`config.mk`:
```
export PLATFORM = sky130hd
export DESIGN_NAME = sdram_write_burst_flat
export DESIGN_NICKNAME = d
export VERILOG_FILES = /design/src/rtl/sdram_write_burst_if.sv /design/src/rtl/sdram_write_burst.sv /design/src/flat_wrapper.sv
export SDC_FILE = /design/constraint.sdc
export NUM_CORES = 1
export LEC_CHECK = 0
export CAP_MARGIN = 10
export CORE_UTILIZATION = 57
export DETAILED_ROUTE_END_ITERATION = 16
export DONT_BUFFER_PORTS = 1
export PLACE_DENSITY = 0.75
export SYNTH_ARGS = -nofsm -noshare
export SYNTH_HDL_FRONTEND = slang
export SYNTH_SLANG_ARGS = --single-unit
export TNS_END_PERCENT = 10
```
`constraint.sdc`:
```
create_clock -name sclk -period 2.9 [get_ports sclk]
set_input_delay 0.29 -clock sclk [delete_from_list [all_inputs] [get_ports sclk]]
set_output_delay 0.29 -clock sclk [all_outputs]
set_load 0.02 [all_outputs]
```
`src/rtl/sdram_write_burst_if.sv`:
```
// Bus between the write engine, its arbiter/FIFO side and the SDRAM pins.
// The slave modport is the engine; the master modport is the surrounding logic.
interface sdram_write_burst_if #(
    parameter int DATA_W = 16,
    parameter int ROW_W  = 12,
    parameter int COL_W  = 9,
    parameter int BANK_W = 2,
    parameter int LEN_W  = 8
);
    logic              wr_trig;
    logic [BANK_W-1:0] wr_bank;
    logic [ROW_W-1:0]  wr_row;
    logic [COL_W-1:0]  wr_col;
    logic [LEN_W-1:0]  wr_len;
    logic              ref_req;
    logic              wr_en;
    logic              flag_wr_ask;
    logic              flag_wr_end;
    logic              wr_done;
    logic              wr_busy;
    logic [DATA_W-1:0] wr_data;
    logic              wr_data_en;
    logic [3:0]        sdram_cmd;
    logic [BANK_W-1:0] sdram_ba;
    logic [ROW_W-1:0]  sdram_addr;
    logic [DATA_W-1:0] sdram_dq;
    logic              sdram_dq_oe;

    modport slave (
        input  wr_trig, wr_bank, wr_row, wr_col, wr_len, ref_req, wr_en, wr_data,
        output flag_wr_ask, flag_wr_end, wr_done, wr_busy, wr_data_en,
               sdram_cmd, sdram_ba, sdram_addr, sdram_dq, sdram_dq_oe
    );

    modport master (
        output wr_trig, wr_bank, wr_row, wr_col, wr_len, ref_req, wr_en, wr_data,
        input  flag_wr_ask, flag_wr_end, wr_done, wr_busy, wr_data_en,
               sdram_cmd, sdram_ba, sdram_addr, sdram_dq, sdram_dq_oe
    );
endinterface

```
`src/rtl/sdram_write_burst.sv`:
```
// SDRAM multi-burst write engine: ACT, back-to-back WRITEs, PRE, with automatic
// row crossing and yielding to refresh at burst boundaries.
module sdram_write_burst #(
    parameter int DATA_W = 16,
    parameter int ROW_W  = 12,
    parameter int COL_W  = 9,
    parameter int BANK_W = 2,
    parameter int BURST  = 4,
    parameter int LEN_W  = 8,
    parameter int T_RCD  = 2,
    parameter int T_WR   = 2,
    parameter int T_RP   = 2
) (
    input  logic               sclk,
    input  logic               srst,
    sdram_write_burst_if.slave bus
);
    localparam int LB     = $clog2(BURST);
    localparam int WAIT_W = 8;

    localparam logic [3:0] CMD_NOP   = 4'b0111;
    localparam logic [3:0] CMD_ACT   = 4'b0011;
    localparam logic [3:0] CMD_WRITE = 4'b0100;
    localparam logic [3:0] CMD_PRE   = 4'b0010;

    localparam logic [LB-1:0] BEAT_LAST   = LB'(BURST - 1);
    localparam logic [LB-1:0] BEAT_DECIDE = LB'(BURST - 2);

    typedef enum logic [3:0] {
        S_IDLE, S_REQ, S_ACT, S_WAIT_RCD, S_WRITE, S_WAIT_WR, S_PRE, S_WAIT_RP, S_END
    } state_t;

    state_t            state_q, state_d;
    logic [LB-1:0]     beat_q, beat_d;
    logic [WAIT_W-1:0] wait_q, wait_d;
    logic [BANK_W-1:0] bank_q, bank_d;
    logic [ROW_W-1:0]  row_q, row_d;
    logic [COL_W-1:0]  col_q, col_d;
    logic [LEN_W-1:0]  len_q, len_d;
    logic              cont_q, cont_d;
    logic              reopen_q, reopen_d;

    logic              ask_q, ask_d;
    logic              end_q, end_d;
    logic              done_q, done_d;
    logic              busy_q, busy_d;
    logic              den_q, den_d;
    logic              oe_q, oe_d;
    logic [3:0]        cmd_q, cmd_d;
    logic [BANK_W-1:0] ba_q, ba_d;
    logic [ROW_W-1:0]  addr_q, addr_d;

    logic              issue;
    logic [COL_W:0]    col_sum;

    assign col_sum = {1'b0, col_q} + (COL_W + 1)'(BURST);

    always_comb begin
        state_d  = state_q;
        beat_d   = beat_q;
        wait_d   = wait_q;
        bank_d   = bank_q;
        row_d    = row_q;
        col_d    = col_q;
        len_d    = len_q;
        cont_d   = cont_q;
        reopen_d = reopen_q;
        issue    = 1'b0;

        case (state_q)
            S_IDLE: begin
                if (bus.wr_trig && (bus.wr_len != '0)) begin
                    state_d = S_REQ;
                    bank_d  = bus.wr_bank;
                    row_d   = bus.wr_row;
                    col_d   = bus.wr_col & ~COL_W'(BURST - 1);
                    len_d   = bus.wr_len;
                end
            end
            S_REQ: begin
                if (bus.wr_en) state_d = S_ACT;
            end
            S_ACT: begin
                if (T_RCD > 1) begin
                    state_d = S_WAIT_RCD;
                    wait_d  = WAIT_W'(T_RCD - 2);
                end else begin
                    state_d = S_WRITE;
                    beat_d  = '0;
                end
            end
            S_WAIT_RCD: begin
                if (wait_q == '0) begin
                    state_d = S_WRITE;
                    beat_d  = '0;
                end else begin
                    wait_d = wait_q - 1'b1;
                end
            end
            S_WRITE: begin
                beat_d = beat_q + 1'b1;
                // Burst-boundary decision is taken one beat early so that the
                // registered data pop strobe can already cover the next burst.
                if (beat_q == BEAT_DECIDE) begin
                    cont_d   = (len_q != '0) && !bus.ref_req && (col_q != '0);
                    reopen_d = (len_q != '0) && !bus.ref_req && (col_q == '0);
                end
                if ((beat_q == BEAT_LAST) && !cont_q) begin
                    if (T_WR > 1) begin
                        state_d = S_WAIT_WR;
                        wait_d  = WAIT_W'(T_WR - 2);
                    end else begin
                        state_d = S_PRE;
                    end
                end
            end
            S_WAIT_WR: begin
                if (wait_q == '0) state_d = S_PRE;
                else              wait_d  = wait_q - 1'b1;
            end
            S_PRE: begin
                if (T_RP > 1) begin
                    state_d = S_WAIT_RP;
                    wait_d  = WAIT_W'(T_RP - 2);
                end else begin
                    state_d = reopen_q ? S_ACT : S_END;
                end
            end
            S_WAIT_RP: begin
                if (wait_q == '0) state_d = reopen_q ? S_ACT : S_END;
                else              wait_d  = wait_q - 1'b1;
            end
            S_END: begin
                state_d = (len_q == '0) ? S_IDLE : S_REQ;
            end
            default: state_d = S_IDLE;
        endcase

        // Address and length advance on the edge that loads each WRITE command.
        issue = (state_d == S_WRITE) && (beat_d == '0);
        if (issue) begin
            col_d = col_sum[COL_W-1:0];
            if (col_sum[COL_W]) row_d = row_q + 1'b1;
            len_d = len_q - 1'b1;
        end

        ask_d  = (state_d == S_REQ);
        end_d  = (state_d == S_END);
        done_d = (state_d == S_END) && (len_d == '0);
        busy_d = (state_d != S_IDLE);
        oe_d   = (state_d == S_WRITE);

        cmd_d  = CMD_NOP;
        ba_d   = '0;
        addr_d = '0;
        case (state_d)
            S_ACT: begin
                cmd_d  = CMD_ACT;
                ba_d   = bank_q;
                addr_d = row_q;
            end
            S_PRE: begin
                cmd_d = CMD_PRE;
                ba_d  = bank_q;
            end
            S_WRITE: begin
                if (issue) begin
                    cmd_d  = CMD_WRITE;
                    ba_d   = bank_q;
                    addr_d = ROW_W'(col_q);
                end
            end
            default: cmd_d = CMD_NOP;
        endcase

        den_d = 1'b0;
        if (state_d == S_WRITE)
            den_d = (beat_d != BEAT_LAST) || cont_d;
        else if ((state_d == S_WAIT_RCD) && (wait_d == '0))
            den_d = 1'b1;
        else if ((state_d == S_ACT) && (T_RCD == 1))
            den_d = 1'b1;
    end

    always_ff @(posedge sclk) begin
        if (srst) begin
            state_q  <= S_IDLE;
            beat_q   <= '0;
            wait_q   <= '0;
            bank_q   <= '0;
            row_q    <= '0;
            col_q    <= '0;
            len_q    <= '0;
            cont_q   <= 1'b0;
            reopen_q <= 1'b0;
            ask_q    <= 1'b0;
            end_q    <= 1'b0;
            done_q   <= 1'b0;
            busy_q   <= 1'b0;
            den_q    <= 1'b0;
            oe_q     <= 1'b0;
            cmd_q    <= CMD_NOP;
            ba_q     <= '0;
            addr_q   <= '0;
        end else begin
            state_q  <= state_d;
            beat_q   <= beat_d;
            wait_q   <= wait_d;
            bank_q   <= bank_d;
            row_q    <= row_d;
            col_q    <= col_d;
            len_q    <= len_d;
            cont_q   <= cont_d;
            reopen_q <= reopen_d;
            ask_q    <= ask_d;
            end_q    <= end_d;
            done_q   <= done_d;
            busy_q   <= busy_d;
            den_q    <= den_d;
            oe_q     <= oe_d;
            cmd_q    <= cmd_d;
            ba_q     <= ba_d;
            addr_q   <= addr_d;
        end
    end

    assign bus.flag_wr_ask = ask_q;
    assign bus.flag_wr_end = end_q;
    assign bus.wr_done     = done_q;
    assign bus.wr_busy     = busy_q;
    assign bus.wr_data_en  = den_q;
    assign bus.sdram_cmd   = cmd_q;
    assign bus.sdram_ba    = ba_q;
    assign bus.sdram_addr  = addr_q;
    assign bus.sdram_dq_oe = oe_q;
    // The FIFO's registered read port already holds each beat in its beat cycle.
    assign bus.sdram_dq    = oe_q ? bus.wr_data : {DATA_W{1'b0}};
endmodule

```
`src/flat_wrapper.sv`:
```
// flat-port wrapper written by rule: the top's interface ports become plain ports
module sdram_write_burst_flat 
#(
    parameter int DATA_W = 16,
    parameter int ROW_W  = 12,
    parameter int COL_W  = 9,
    parameter int BANK_W = 2,
    parameter int BURST  = 4,
    parameter int LEN_W  = 8,
    parameter int T_RCD  = 2,
    parameter int T_WR   = 2,
    parameter int T_RP   = 2
)
  (sclk, srst, bus_wr_trig, bus_wr_bank, bus_wr_row, bus_wr_col, bus_wr_len, bus_ref_req, bus_wr_en, bus_wr_data, bus_flag_wr_ask, bus_flag_wr_end, bus_wr_done, bus_wr_busy, bus_wr_data_en, bus_sdram_cmd, bus_sdram_ba, bus_sdram_addr, bus_sdram_dq, bus_sdram_dq_oe);
  sdram_write_burst_if #(.DATA_W(DATA_W), .ROW_W(ROW_W), .COL_W(COL_W), .BANK_W(BANK_W), .LEN_W(LEN_W)) bus_i ();
  input  logic sclk;
  input  logic srst;
  input wire logic [$bits(bus_i.wr_trig)-1:0] bus_wr_trig;
  input wire logic [$bits(bus_i.wr_bank)-1:0] bus_wr_bank;
  input wire logic [$bits(bus_i.wr_row)-1:0] bus_wr_row;
  input wire logic [$bits(bus_i.wr_col)-1:0] bus_wr_col;
  input wire logic [$bits(bus_i.wr_len)-1:0] bus_wr_len;
  input wire logic [$bits(bus_i.ref_req)-1:0] bus_ref_req;
  input wire logic [$bits(bus_i.wr_en)-1:0] bus_wr_en;
  input wire logic [$bits(bus_i.wr_data)-1:0] bus_wr_data;
  output wire logic [$bits(bus_i.flag_wr_ask)-1:0] bus_flag_wr_ask;
  output wire logic [$bits(bus_i.flag_wr_end)-1:0] bus_flag_wr_end;
  output wire logic [$bits(bus_i.wr_done)-1:0] bus_wr_done;
  output wire logic [$bits(bus_i.wr_busy)-1:0] bus_wr_busy;
  output wire logic [$bits(bus_i.wr_data_en)-1:0] bus_wr_data_en;
  output wire logic [$bits(bus_i.sdram_cmd)-1:0] bus_sdram_cmd;
  output wire logic [$bits(bus_i.sdram_ba)-1:0] bus_sdram_ba;
  output wire logic [$bits(bus_i.sdram_addr)-1:0] bus_sdram_addr;
  output wire logic [$bits(bus_i.sdram_dq)-1:0] bus_sdram_dq;
  output wire logic [$bits(bus_i.sdram_dq_oe)-1:0] bus_sdram_dq_oe;
  assign bus_i.wr_trig = bus_wr_trig;
  assign bus_i.wr_bank = bus_wr_bank;
  assign bus_i.wr_row = bus_wr_row;
  assign bus_i.wr_col = bus_wr_col;
  assign bus_i.wr_len = bus_wr_len;
  assign bus_i.ref_req = bus_ref_req;
  assign bus_i.wr_en = bus_wr_en;
  assign bus_i.wr_data = bus_wr_data;
  assign bus_flag_wr_ask = bus_i.flag_wr_ask;
  assign bus_flag_wr_end = bus_i.flag_wr_end;
  assign bus_wr_done = bus_i.wr_done;
  assign bus_wr_busy = bus_i.wr_busy;
  assign bus_wr_data_en = bus_i.wr_data_en;
  assign bus_sdram_cmd = bus_i.sdram_cmd;
  assign bus_sdram_ba = bus_i.sdram_ba;
  assign bus_sdram_addr = bus_i.sdram_addr;
  assign bus_sdram_dq = bus_i.sdram_dq;
  assign bus_sdram_dq_oe = bus_i.sdram_dq_oe;
  sdram_write_burst #(.DATA_W(DATA_W), .ROW_W(ROW_W), .COL_W(COL_W), .BANK_W(BANK_W), .BURST(BURST), .LEN_W(LEN_W), .T_RCD(T_RCD), .T_WR(T_WR), .T_RP(T_RP)) u_core (.sclk(sclk), .srst(srst), .bus(bus_i));
endmodule
```
==> impl_results.md <==
- WL per Instance: roughly 17 um
- H-tree levels: 3
- Multi-input combinational cell area: about 0.0022 sq mm
- Post-synthesis sequential area ratio: 37.3%
- Synth unique cells: about 60
- Worst Skew: 17.2 ps
- Post-synth top flop: dfxtp_1
- Mapped Nets: 526
- Asr flop ratio synth: 0%
- Peak supply drop: 0.367 mV
- Setup violators final: 0
- Outcome: complete, no violations
- Total track usage: slightly above 30%
- Crit share post-route: 98.3%
- Cell Area, Synth: 0.00365 sq mm
- WP data arrival: 3070 ps
- Clock transition at the registers of the reported paths: 80 ps
- I/O pin total: 92
- Total of warnings raised by yosys: 0
- WL final: slightly below 10000 um
- Max_slew headroom: approximately 27%
- Slew @ Worst Pin: 1080 ps
- # diodes: 0
- Num rows: 28
- Fin nets: 545
- Vias in the first global route: 3250
- Area grow syn2layout: 14.5%
- Drt initial violations: 351
- Setup TNS: 0 ps
- Die area: roughly 0.0067 sq mm
- Worst Setup Start Kind: register
- Max FO, Critical Path: 7
- Layout cells sized above 1: 15.1%
- Final Max Tran Viols: 0
- Fmax: 0.351 GHz
- Vias per cell: between 6 and 7
- Register share of total power: between 40 and 50%
- Initial antenna violation count: 0
- Seq. cell area: 0.00137 sq mm
- Hold Crit Class: input port to register
- Die span in x: between 80 and 90 um
- Power per Cell Area: about 530 mW/mm^2
- Power share of the clock group: 35.3%
- Switching part of the total: 30.4%
- Initial Util: 60.2%
- Register bit total from synthesis: 68
- Post-Syn Instances: 466
- CP Capture Type: register
- Unrepaired setup endpoints after global routing: no
- Post-layout util: 69.0%
- Crit Path Category: register to register
- Largest net degree at the start of global routing: 26
- Number of fill cells in the layout: 503
- Comb pwr share: 17.2%
- CTS tree: yes
- Clk sinks: 68
- DRT antenna net count: 0
- First-pass GRT wire length: around 15000 um
- Total iterations of the first detailed-routing run: 5
- Yosys top cell area share: 37.3%
- CTS root buffer: clkbuf_8
- Fin crit period: between 2000 and 3000 ps
- Synth area leaders: dfxtp_1 (37%), nor2_1 (5.9%), a21oi_1 (5.6%), and2_1 (4.6%), nand2_1 (3.1%)
- Area leader, netlist: dfxtp_1
- Total number of vias: around 3.6k
- GRT overflow: 0
- P_int: 1.54 mW
- Worst Path Required: 3120 ps
- IO buf count: 0
- Placed wire-length estimate: 6880 um
- Switching pwr: between 600 and 700 uW
- Cts bufs inserted: 9
- DRC viols: 0
- Lkg Pwr: 1.60 nW
- GPL Wtd Cong: slightly below 0.9
- Post-synth EDFFs: 0
- Syn avg cell area: 7.83 sq um
- Clk_lat worst skew: 350 ps
- Final Hold Fails: 0
- Core area: between 0.006 and 0.007 sq mm
- Die Ht: 82.0 um
- Clock Path Buffers: 2
- Max-cap violations: 0
## Yosys cell counts (all sizes together), types with 3 or more instances
cell type and count:
nand2b 5, a211oi 4, nor4b 6, nor2b 8, dfxtp 68, nor2 57, ha 8, or2 4
o21ai 31, a32oi 8, nand4 4, clkbuf 16, inv 19, a21oi 41, o211ai 3, a31oi 9
nand3b 6, or4 5, nand2 30, a22oi 10, buf 13, or3 5, and3 8, nor4 10
and2 27, nor3 14, xnor2 4, nand3 9
## layout make-up
cell class,instances,area share [%]
multi-input combinational,350,51.7
tap,75,2.25
timing repair buffer,37,6.89
clock buffer,9,2.96
inverter,19,1.71
sequential,68,32.7
clock inverter,7,1.83
## worst max-delay path: stages (launching register included)
cell     delay (ps)
dfxtp_2         330
inv_2            70
ha_4            130
or4b_4          500
o221a_4         250
a41o_4          270
or2_1           250
or4_4           510
a31o_1          240
nor4b_2         160
## cell usage in the layout (no fill, tap or decap), drive strengths merged, types with 5 or more instances in the layout
cell type   n
or4         5
nand2b      5
nor2       57
nor4b       6
ha          8
nand2      30
nor3       14
dfxtp      68
nor4       10
nand3b      6
a32oi       8
and2       27
nand3       9
o21ai      31
nor2b       8
or3         5
a21oi      41
inv        20
a22oi      10
clkbuf      9
buf        33
a31oi       9
and3        8
## layer usage
metal / global-route usage [%] / routed length (um) / up-vias
met1: 38.3 / 4020 / 1670
li1: - / - / 1722
met3: 5.00 / 835 / 21
met5: 0 / 0 / -
met4: 11.9 / 191 / 0
met2: 51.7 / 4820 / 182
## path summary, 6_finish.rpt
check / startpoint / end / slack (ps) / cells after the start
worst max register to register: u_core.wait_q[1]$_SDFF_PP0_ / u_core.bus.wr_done$_SDFF_PP0_ / 50 / 9
worst max-delay path: u_core.wait_q[1]$_SDFF_PP0_ / u_core.bus.wr_done$_SDFF_PP0_ / 50 / 9
worst min-delay path: srst / u_core.state_q[1]$_SDFF_PP0_ / 9 / 1
worst min register to register: u_core.bank_q[1]$_SDFFE_PP0P_ / u_core.bank_q[1]$_SDFFE_PP0P_ / 450 / 2
## power by group through the flow
stage	clock (mW)	combinational, mW	sequential [mW]
finish	0.782	0.382	1.05
global route	0.831	0.421	1.06
CTS	0.799	0.368	1.05
detailed placement	0	0.354	1.07
global placement	0	0.345	1.07
floorplan	0	0.266	1.05
## state kept, by name, summed over array words and instances (netlist names)
name                    flops
u_core.bus.sdram_dq_oe      1
u_core.bus.sdram_addr      12
u_core.wait_q               8
u_core.row_q               12
u_core.bus.wr_done          1
u_core.bus.flag_wr_end      1
u_core.bus.wr_busy          1
u_core.bus.wr_data_en       1
u_core.col_q                7
u_core.bus.sdram_ba         2
u_core.bank_q               2
u_core.len_q                8
u_core.beat_q               2
u_core.reopen_q             1
u_core.bus.flag_wr_ask      1
u_core.cont_q               1
u_core.bus.sdram_cmd        3
u_core.state_q              4
## cells by family after synthesis
group	synth area share, %
simple gates	29.8
compound gates	23.1
flops	37.3
buf+inv	5.41
fa+ha+maj	2.74
xor+xnor	0.959
mux	0.548
other cells	0.103
## stage by stage
step           setup slack, ps  instances  hold WS [ps]  area [sq um]  power (mW)
6_report                  49.6        565          8.79          4180        2.22
5_1_grt                   1.30        565          1.75          4180        2.31
4_1_cts                   12.6        561          1.09          4090        2.22
3_5_place_dp              6.40        542           368          3850        1.42
3_3_place_gp              34.3        542           365          3850        1.41
2_1_floorplan             63.5        466           426          3650        1.32
## what timing repair did
action / 4_1_cts / 5_1_grt
hold endpoints to repair: 25 / 1
setup buffers: 0 / 3
pin swaps: 0 / 3
endpoints found under the setup margin: 1 / 15
hold buffers: 3 / 1
resized for setup: 2 / 15
(Power assumes the default switching activity.)
